===== config.mk =====
export PLATFORM = sky130hd
export DESIGN_NAME = mult_div
export DESIGN_NICKNAME = d
export VERILOG_FILES = /design/src/rtl/mult_div.sv
export SDC_FILE = /design/constraint.sdc
export NUM_CORES = 1
export LEC_CHECK = 0
export ABC_AREA = 1
export BUFFER_PORTS_ARGS = -buffer_cell sky130_fd_sc_hd__buf_2
export CAP_MARGIN = 20
export CORE_ASPECT_RATIO = 1.75
export CORE_MARGIN = 2
export CORE_UTILIZATION = 65
export CTS_BUF_LIST = sky130_fd_sc_hd__clkbuf_2
export CTS_CLUSTER_SIZE = 14
export DETAILED_ROUTE_END_ITERATION = 10
export GPL_ROUTABILITY_DRIVEN = 0
export MAX_ROUTING_LAYER = met4
export PLACE_DENSITY_LB_ADDON = 0.2
export REMOVE_ABC_BUFFERS = 1
export SLEW_MARGIN = 20
export SYNTH_ARGS = -nofsm -noshare
export SYNTH_HDL_FRONTEND = slang
export SYNTH_SLANG_ARGS = --single-unit

===== constraint.sdc =====
create_clock -name CLK -period 13.79 [get_ports CLK]
set_input_delay 2.0685 -clock CLK [delete_from_list [all_inputs] [get_ports CLK]]
set_output_delay 2.0685 -clock CLK [all_outputs]
set_load 0.005 [all_outputs]

===== src/rtl/mult_div.sv =====
// mult_div: iterative RV32M multiply/divide unit, one shift-add or shift-subtract step per cycle.
// Define MULT_DIV_DIVIDE_EN to build the divider; without it div/rem ops return 0 after one cycle.
module mult_div (
  input  logic        CLK,
  input  logic        RST,
  input  logic        MD_START,
  input  logic [2:0]  MD_FUNCT3,
  input  logic [31:0] MD_RS1,
  input  logic [31:0] MD_RS2,
  output logic        MD_BUSY,
  output logic        MD_DONE,
  output logic [31:0] MD_RESULT
);
  typedef enum logic [1:0] {IDLE = 2'd0, CALC = 2'd1, DONE = 2'd2} state_t;

  function automatic logic [31:0] cneg32(input logic [31:0] v, input logic en);
    return en ? (~v + 32'd1) : v;
  endfunction

  state_t      state_q;
  logic [4:0]  cnt_q;
  logic [2:0]  f3_q;
  logic [31:0] a_q, hi_q, lo_q, hi_d, lo_d, res_q, res_d;
  logic        neg_q, byp_q, busy_q, done_q;
  logic        rs1_sgn, rs2_sgn, byp_d, unused_ok;
  logic [31:0] byp_val;
  logic signed [31:0] rs1_s, rs2_s;
  logic [63:0] prod;
  logic [32:0] sum;

  assign rs1_s   = MD_RS1;
  assign rs2_s   = MD_RS2;
  assign rs1_sgn = (MD_FUNCT3 inside {3'b000, 3'b001, 3'b010, 3'b100, 3'b110}) && (rs1_s < 32'sd0);
  assign rs2_sgn = (MD_FUNCT3 inside {3'b000, 3'b001, 3'b100, 3'b110}) && (rs2_s < 32'sd0);

  // Multiply step: conditionally add multiplicand to upper half, shift product pair right.
  assign sum = {1'b0, hi_q} + (lo_q[0] ? {1'b0, a_q} : 33'd0);

`ifdef MULT_DIV_DIVIDE_EN
  logic        rneg_q;
  logic [32:0] rem_sh, diff;

  // Cases that have a fixed answer bypass the iteration entirely.
  always_comb begin
    byp_d   = 1'b0;
    byp_val = '0;
    if (MD_FUNCT3[2]) begin
      if (MD_RS2 == 32'd0) begin
        byp_d   = 1'b1;
        byp_val = MD_FUNCT3[1] ? MD_RS1 : 32'hFFFF_FFFF;
      end else if (!MD_FUNCT3[0] && MD_RS1 == 32'h8000_0000 && MD_RS2 == 32'hFFFF_FFFF) begin
        byp_d   = 1'b1;
        byp_val = MD_FUNCT3[1] ? 32'd0 : 32'h8000_0000;
      end
    end
  end

  // Restoring divide: hi_q holds the partial remainder, lo_q shifts dividend out and quotient in.
  assign rem_sh    = {hi_q, lo_q[31]};
  assign diff      = rem_sh - {1'b0, a_q};
  assign unused_ok = rem_sh[32];

  always_comb begin
    hi_d = sum[32:1];
    lo_d = {sum[0], lo_q[31:1]};
    if (f3_q[2]) begin
      if (!diff[32]) begin
        hi_d = diff[31:0];
        lo_d = {lo_q[30:0], 1'b1};
      end else begin
        hi_d = rem_sh[31:0];
        lo_d = {lo_q[30:0], 1'b0};
      end
    end
  end
`else
  assign byp_d     = MD_FUNCT3[2];
  assign byp_val   = '0;
  assign unused_ok = f3_q[2];

  always_comb begin
    hi_d = sum[32:1];
    lo_d = {sum[0], lo_q[31:1]};
  end
`endif

  assign prod = neg_q ? (~{hi_q, lo_q} + 64'd1) : {hi_q, lo_q};

  always_comb begin
    res_d = prod[63:32];
    if (byp_q) res_d = lo_q;
`ifdef MULT_DIV_DIVIDE_EN
    else if (f3_q[2]) res_d = f3_q[1] ? cneg32(hi_q, rneg_q) : cneg32(lo_q, neg_q);
`endif
    else if (f3_q[1:0] == 2'b00) res_d = prod[31:0];
  end

  always_ff @(posedge CLK) begin
    if (RST) begin
      state_q <= IDLE;
      cnt_q   <= '0;
      busy_q  <= 1'b0;
      done_q  <= 1'b0;
      res_q   <= '0;
    end else begin
      done_q <= 1'b0;
      case (state_q)
        IDLE: if (MD_START) begin
          f3_q  <= MD_FUNCT3;
          neg_q <= rs1_sgn ^ rs2_sgn;
          byp_q <= byp_d;
          hi_q  <= '0;
          cnt_q <= '0;
`ifdef MULT_DIV_DIVIDE_EN
          rneg_q <= rs1_sgn;
`endif
          if (MD_FUNCT3[2]) a_q <= cneg32(MD_RS2, rs2_sgn);
          else              a_q <= cneg32(MD_RS1, rs1_sgn);
          if (byp_d) begin
            lo_q    <= byp_val;
            state_q <= DONE;
          end else begin
            lo_q    <= MD_FUNCT3[2] ? cneg32(MD_RS1, rs1_sgn) : cneg32(MD_RS2, rs2_sgn);
            state_q <= CALC;
            busy_q  <= 1'b1;
          end
        end
        CALC: begin
          hi_q  <= hi_d;
          lo_q  <= lo_d;
          cnt_q <= cnt_q + 5'd1;
          if (cnt_q == 5'd31) begin
            state_q <= DONE;
            busy_q  <= 1'b0;
          end
        end
        DONE: begin
          res_q   <= res_d;
          done_q  <= 1'b1;
          state_q <= IDLE;
        end
        default: state_q <= IDLE;
      endcase
    end
  end

  assign MD_BUSY   = busy_q;
  assign MD_DONE   = done_q;
  assign MD_RESULT = res_q;
endmodule


==> metrics.md, run 1 <==
| Metric | Value |
|---|---|
| Status | finished, final reports clean |
| Total CTS buffers | 17 |
| Placed insts | 2154 |
| Critical R2R Launch | lo_q[0]$_DFFE_PP_ |
| Most frequent cells in the layout | nand2_1 (486), nor2_1 (249), inv_1 (196), a21oi_1 (177), nand3_1 (156) |
| Layout cells sized above 1 | 0.110 |
| Count of state elements after synthesis | 141 |
| F_max | 284 MHz |
| Avg Cell Area, Syn | 6.43 um2 |
| WP data required | 14370 ps |
| TritonCTS clock tree | built |
| Clk slew on worst S/H paths | 210 ps |
| Post-route ant nets | 0 |
| Synth Flop Type | edfxtp_1 |
| Worst-case clock buffer depth | 2 |
| Most common cell after layout, fill and taps aside | nand2_1 |
| Routed wl met2 | 19200 um |
| Core area | 0.0181 mm2 |
| Post-synthesis cell area | 0.0120 mm2 |
| Setup bufs post-CTS | 0 |
| Compound-cell area share of the yosys netlist | 0.166 |
| Post-synthesis async set-or-reset flop share | 0 |
| DRC Markers | 0 |
| Dpl hpwl | 31600 um |
| TritonRoute pass-1 iters | 7 |
| Netlist cell types | 52 |
| Finished Layout Cells | 2187 |
| Total GRT Usage | 0.440 |
| Post-layout minimum cycle time | 3530 ps |
| Max-cap viol count | 0 |
| Detailed Route WL | 41500 um |
| First-pass GRT wire length | 64000 um |
| Dpl ws | 9570 ps |
| WHS Path Cells | 2 |
| Row count | 65 |
| Final Max Tran Viols | 0 |
| Layout net count | 2047 |
| Pleak | 5.83 nW |
| Port Buffer Count | 103 |
| Clk_skew | 65.4 ps |
| Worst R2R End | hi_q[23]$_SDFFCE_PN0P_ |
| Power consumption | 1.12 mW |
| Die H | 184 um |
| Area delta synth->final | 7.52% |
| Met3 routed WL | 4430 um |
| I/O pin count | 104 |
| Worst setup SP type | input pin |
| CP Data Arrival Time | 4110 ps |
| Routed length per instance | 19.0 um |
| WHS Endpoint | MD_RESULT[12]$_SDFFE_PP0P_ |
| H-Tree Depth | 4 |
| Synth Instances | 1864 |
| Hold buffers post-CTS | 0 |
| Post_cts resized | 0 |
| Reg2Reg Setup Slack | 10580 ps |
| Tightest Pin Transition | 1040 ps |
| Starting density of the core | 0.664 |
| Synthesis Warnings | 0 |
| Final Hold Viols | 0 |
| Hold Path Class | reg -> reg |
| Power Density | 86.8 mW/mm2 |
| Routed vias/inst | 6.23 |
| Worst hold start | MD_RESULT[12]$_SDFFE_PP0P_ |
| Critical path type | in -> reg |
| Die width | 107 um |
| CP max FO | 28 |
| Detailed Route Iter0 Violations | 1836 |
| Mux share of post-synthesis cell area | 0 |
| CTS root buffer | clkbuf_2 |
| Seq/Total Area, Yosys | 0.319 |
| Synth Area in XOR/XNOR | 0.0256 |
| Max_slew headroom | 0.306 |
| Clk_lat worst skew | 790 ps |
| Final setup margin | 10260 ps |
| Main combinational cell family by area after synthesis | simple AND/OR/NAND/NOR gates |
| DIE AREA | 0.0196 mm2 |
| Antenna violations before repair | 1 |
| Post-synthesis simple-gate area fraction | 0.360 |
| Fill cell count | 1624 |
| Worst setup EP type | flop |
| Number of synthesized flops with an enable pin | 100 |
| Tcrit/Tclk final | 0.256 |
| Reg2reg path depth | 17 |
| Final TNS setup | 0 ps |
| Vias in the first global route | 12416 |
| Adder-cell share of the synthesized area | 0.0403 |
| Via count | 13629 |
| Largest net degree at the start of global routing | 77 |
| DR top layer | met4 |
| M1 WL | 13700 um |
| RSZ-0062 raised after global routing | false |
| Setup Viol. Count Final | 0 |
| Worst hold slack | 476 ps |
| Clock Sinks | 141 |
| Peak VDD IR | 80.8 uV |
| GRT overflow | 0 |
## cell families (layout without fill, tap and decap cells)
kind of cell	count (synthesis)	after routing
adders and majority gates	38	38
AOI/OAI and AO/OA	371	371
and+or+nand+nor	1004	1004
xor gates and xnor gates	35	35
DFF	141	141
buffers and inverters	275	363
other	0	1
## synthesized netlist by cell type (7+ instances only)
master | instances | share of area
nand2_1 | 487 | 0.15
nor2_1 | 252 | 0.079
inv_1 | 196 | 0.061
a21oi_1 | 177 | 0.074
nand3_1 | 156 | 0.065
o21ai_0 | 112 | 0.047
edfxtp_1 | 100 | 0.25
dfxtp_1 | 41 | 0.069
ha_1 | 37 | 0.039
clkbuf_1 | 36 | 0.011
nand4_1 | 30 | 0.016
o21ai_1 | 28 | 0.012
xor2_1 | 26 | 0.019
nor3_1 | 19 | 0.0079
buf_2 | 16 | 0.0067
o22ai_1 | 16 | 0.0084
inv_2 | 15 | 0.0047
nor2_2 | 14 | 0.0073
nand2_2 | 11 | 0.0057
nand3b_1 | 9 | 0.0056
xnor2_1 | 9 | 0.0066
nor2_4 | 7 | 0.0066
o21bai_1 | 7 | 0.0044
## per-layer routing
| layer | GRT usage | vias to the layer above |
|---|---|---|
| met5 | - | - |
| li1 | - | 6350 |
| met4 | 0.347 | 0 |
| met1 | 0.475 | 5979 |
| met2 | 0.696 | 999 |
| met3 | 0.0946 | 301 |
## worst max-delay path: stages
cell and delay, ps:
buf_2 280, nor2_1 870, inv_1 590, o22ai_1 270
## metrics by stage
step	utilization	instance area [um2]
2_1_floorplan	-	11700
3_3_place_gp	0.701	12600
3_5_place_dp	0.701	12600
4_1_cts	0.713	12900
5_1_grt	0.714	12900
6_report	0.714	12900
## final cells by class
type	instances	area, um2	area share
Tap cell	234	293	0.0227
Multi-Input combinational cell	1448	7110	0.552
Clock inverter	15	146	0.0114
Inverter	215	808	0.0627
Timing Repair Buffer	116	613	0.0476
Clock buffer	17	85.1	0.00660
Sequential cell	141	3820	0.297
Antenna cell	1	2.50	0.000194
## sequential cells by signal, indices dropped and copies added (netlist names)
register and cells:
hi_q 32, neg_q 1, MD_DONE 1, MD_RESULT 32, lo_q 32, byp_q 1
state_q 2, MD_BUSY 1, a_q 32, f3_q 2, cnt_q 5
## where the power goes
part           leakage [nW]  switching (mW)  internal, mW
clock network         0.129           0.168        0.0820
logic                  4.41           0.241         0.103
registers              1.29          0.0296         0.494
## worst max path at each step
stage | from | endpoint | slack [ps] | cells past startpoint
6_report | MD_FUNCT3[2] | lo_q[5]$_DFFE_PP_ | 10260 | 4
5_1_grt | MD_FUNCT3[2] | lo_q[31]$_DFFE_PP_ | 10140 | 4
4_1_cts | MD_FUNCT3[2] | lo_q[5]$_DFFE_PP_ | 10360 | 4
3_5_place_dp | MD_FUNCT3[2] | lo_q[5]$_DFFE_PP_ | 9570 | 4
3_3_place_gp | MD_FUNCT3[2] | lo_q[31]$_DFFE_PP_ | 9650 | 4
2_1_floorplan | MD_START | a_q[0]$_DFFE_PP_ | 7710 | 2
Power figures use the tool's default switching activity.
==> run 2: changes to the inputs <==
Settings changed: ABC_AREA 1 to 0, CORE_UTILIZATION 65 to 62.
Clock period 13.79 ns to 3.6 ns, I/O delays scaled along.
==> metrics.md, run 2 <==
| Metric | Value |
|---|---|
| Status | finished, final reports clean |
| GRT overflow | 0 (unchanged) |
| Most common cell after layout, fill and taps aside | nor2_1 |
| Final Max Tran Viols | 0 (unchanged) |
| Avg Cell Area, Syn | 8.43 um2 (+31%) |
| Setup bufs post-CTS | 0 (unchanged) |
| Routed length per instance | 19.8 um (+4.4%) |
| Worst hold slack | 146 ps (-330 ps) |
| Power consumption | 3.94 mW (+250%) |
| Main combinational cell family by area after synthesis | compound AO/OA/AOI/OAI gates |
| Tightest Pin Transition | 978 ps (-59.2 ps) |
| Area leader, netlist | edfxtp_1 |
| First-pass GRT wire length | 49400 um (-23%) |
| DIE AREA | 0.0182 mm2 (-7.2%) |
| Post-route cell area | 0.0117 mm2 (-9.2%) |
| Layout net count | 1457 (-29%) |
| Number of synthesized flops with an enable pin | 100 (unchanged) |
| F_max | 291 MHz |
| Port Buffer Count | 103 (unchanged) |
| Crit-path cells | and2_1 > ha_1 > o21ai_0 > o21ai_0 > and4_1 > o311ai_1 > a2111oi_2 > or3_1 > nand3_1 |
| Netlist cell types | 66 (+27%) |
| Seq/Total Area, Yosys | 0.362 (+0.0424) |
| Via count | 10454 (-23%) |
| Post-layout minimum cycle time | 3440 ps |
| Total GRT Usage | 0.363 (-0.0769) |
| Adder-cell share of the synthesized area | 0.0457 (+0.00536) |
| Final Hold Viols | 0 (unchanged) |
| Core Util, Final | 0.697 (-0.0170) |
| Synth cell count leaders | nor2_1 (124), nand2_1 (113), a21oi_1 (104) |
| CP dominant cell by count | o21ai_0 |
| Clk_skew | 50.2 ps (-15.3 ps) |
| Synthesis Warnings | 0 (unchanged) |
| Total CTS buffers | 17 (unchanged) |
| DRC Markers | 0 (unchanged) |
| Post-synthesis async set-or-reset flop share | 0 (unchanged) |
| WP data required | 4140 ps (-10230 ps) |
| Top-area cell type share of the netlist area | 0.284 (+0.0333) |
| Worst setup SP type | flop |
| Detailed Route WL | 31500 um (-24%) |
| Max_slew headroom | 0.346 (+0.0396) |
| Core area | 0.0168 mm2 (-7.0%) |
| Most frequent cells in the layout | nor2_1 (123), nand2_1 (113), a21oi_1 (104), buf_2 (103), edfxtp_1 (100) |
| Routed vias/inst | 6.57 (+5.5%) |
| I/O pin count | 104 (unchanged) |
| Synth Area in XOR/XNOR | 0.0911 (+0.0655) |
| Synth area leaders | edfxtp_1 (28%), dfxtp_1 (7.8%), xnor2_1 (6.4%), a21oi_1 (4.9%), o21ai_0 (4.7%) |
| Tcrit/Tclk final | 0.954 |
| Setup Viol. Count Final | 0 (unchanged) |
| Largest stage delay on the critical path | 630 ps (-240 ps) |
| Synth Instances | 1255 (-33%) |
| CP top delay family | compound AO/OA/AOI/OAI gates |
| Count of state elements after synthesis | 141 (unchanged) |
| Die H | 177 um (-3.7%) |
| Largest net degree at the start of global routing | 66 (-14%) |
| Crit path buf inv count | 0 (-2) |
| Post-synthesis simple-gate area fraction | 0.219 (-0.141) |
| Pleak | 4.45 nW (-24%) |
| Top-count cell post-synth | nor2_1 |
| Worst-case clock buffer depth | 2 (unchanged) |
| Die width | 103 um (-3.7%) |
| Starting density of the core | 0.630 (-0.0338) |
| Critical path type | reg -> reg |
| Fill cell count | 1435 (-12%) |
| Layout cells sized above 1 | 0.152 (+0.0424) |
| CP Data Arrival Time | 3980 ps (-130 ps) |
| Peak VDD IR | 162 uV (+100%) |
| Dpl hpwl | 24000 um (-24%) |
| Synth Flop Type | edfxtp_1 |
| Clk slew on worst S/H paths | 220 ps (about the same) |
| Hold Path Class | in -> reg |
| Placed cell areas | 0.0114 mm2 (-9.6%) |
| Clock Sinks | 141 (unchanged) |
| CP max FO | 8 (-71%) |
| TritonRoute pass-1 iters | 8 (+1) |
| H-Tree Depth | 4 (unchanged) |
| Post-route ant nets | 0 (unchanged) |
| Power Density | 337 mW/mm2 (+290%) |
| Antenna violations before repair | 1 (unchanged) |
| RSZ-0062 raised after global routing | false |
| Clk_lat worst skew | 780 ps (about the same) |
| Max-cap viol count | 0 (unchanged) |
| Area delta synth->final | 10.6% |
| Critical-path top delay cell | a2111oi_2 |
| Compound-cell area share of the yosys netlist | 0.237 (+0.0715) |
| Post-synthesis cell area | 0.0106 mm2 (-12%) |
| Mux share of post-synthesis cell area | 0.00769 (+0.00769) |
| Row count | 63 (-3.1%) |
| CTS root buffer | clkbuf_2 |
| Worst setup EP type | flop |
| Vias in the first global route | 9828 (-21%) |
| Detailed Route Iter0 Violations | 1164 (-37%) |
| TritonCTS clock tree | built |
run 2: changes by cell type after synthesis, sizes merged, moves of 68 or more:
cell | previous run | this run
a21oi | 179 | 104
inv | 211 | 27
nand2 | 499 | 113
nand3 | 159 | 17
nor2 | 274 | 124
xnor2 | 9 | 77
run 2: worst register-to-register path: stages, from the launching register on:
cell and delay, ps:
edfxtp_1 530, and2_1 190, ha_1 370, o21ai_0 170, o21ai_0 460, and4_1 390, o311ai_1 230, a2111oi_2 630
or3_1 190, nand3_1 70
run 2: area by class of cell:
class / instances / area (um2) / area share
Tap cell: 227 / 284 / 0.0243
Sequential cell: 141 / 3820 / 0.327
Clock buffer: 17 / 85.1 / 0.00728
Clock inverter: 15 / 138 / 0.0118
Timing Repair Buffer: 150 / 873 / 0.0747
Inverter: 28 / 105 / 0.00899
Multi-Input combinational cell: 1011 / 6380 / 0.546
Antenna cell: 1 / 2.50 / 0.000214
run 2: logic make-up (layout without fill, tap and decap cells):
group                      count (synthesis)  in the layout
muxes                                      8              8
buffers and inverters                    103            210
xor gates and xnor gates                 110            110
adders and majority gates                 38             38
other                                      0              1
AOI/OAI and AO/OA                        389            389
and+or+nand+nor                          466            466
DFF                                      141            141
run 2: per-stage QoR:
step	std cells	setup TNS, ps	setup WS (ps)
after global placement	1555	-3.50	-3.50
after floorplan	1180	-173130	-2170
after global routing	1590	0	31.9
after CTS	1589	0	94.1
final	1590	0	165
after detailed placement	1555	-444	-164
run 2: power breakdown:
group,internal [mW],total (mW),leakage (nW),switching (mW)
Combinational,0.413,1.04,3.04,0.627
Clock,0.256,0.907,0.121,0.650
Sequential,1.88,2.00,1.29,0.119
run 2: final timing paths:
path	from	end	slack, ps	cells past startpoint
setup / recovery	lo_q[0]$_DFFE_PP_	hi_q[30]$_SDFFCE_PN0P_	160	9
hold / removal	MD_RS2[0]	a_q[0]$_DFFE_PP_	150	3
setup reg to reg	lo_q[0]$_DFFE_PP_	hi_q[30]$_SDFFCE_PN0P_	160	9
hold reg to reg	MD_RESULT[6]$_SDFFE_PP0P_	MD_RESULT[6]$_SDFFE_PP0P_	460	2
run 2: routing by layer:
metal | track usage | wire (um) | vias up
met5 | - | 0 | -
met4 | 0.222 | 2150 | 0
met3 | 0.0581 | 2680 | 170
met2 | 0.590 | 15400 | 656
met1 | 0.413 | 11300 | 4775
li1 | - | - | 4853
run 2: timing repair:
action | CTS | global route
gates resized for setup | 2 | 2
endpoints found under the setup margin | 3 | 7
hold endpoints to repair | 2 | 0
hold buffers | 2 | 0
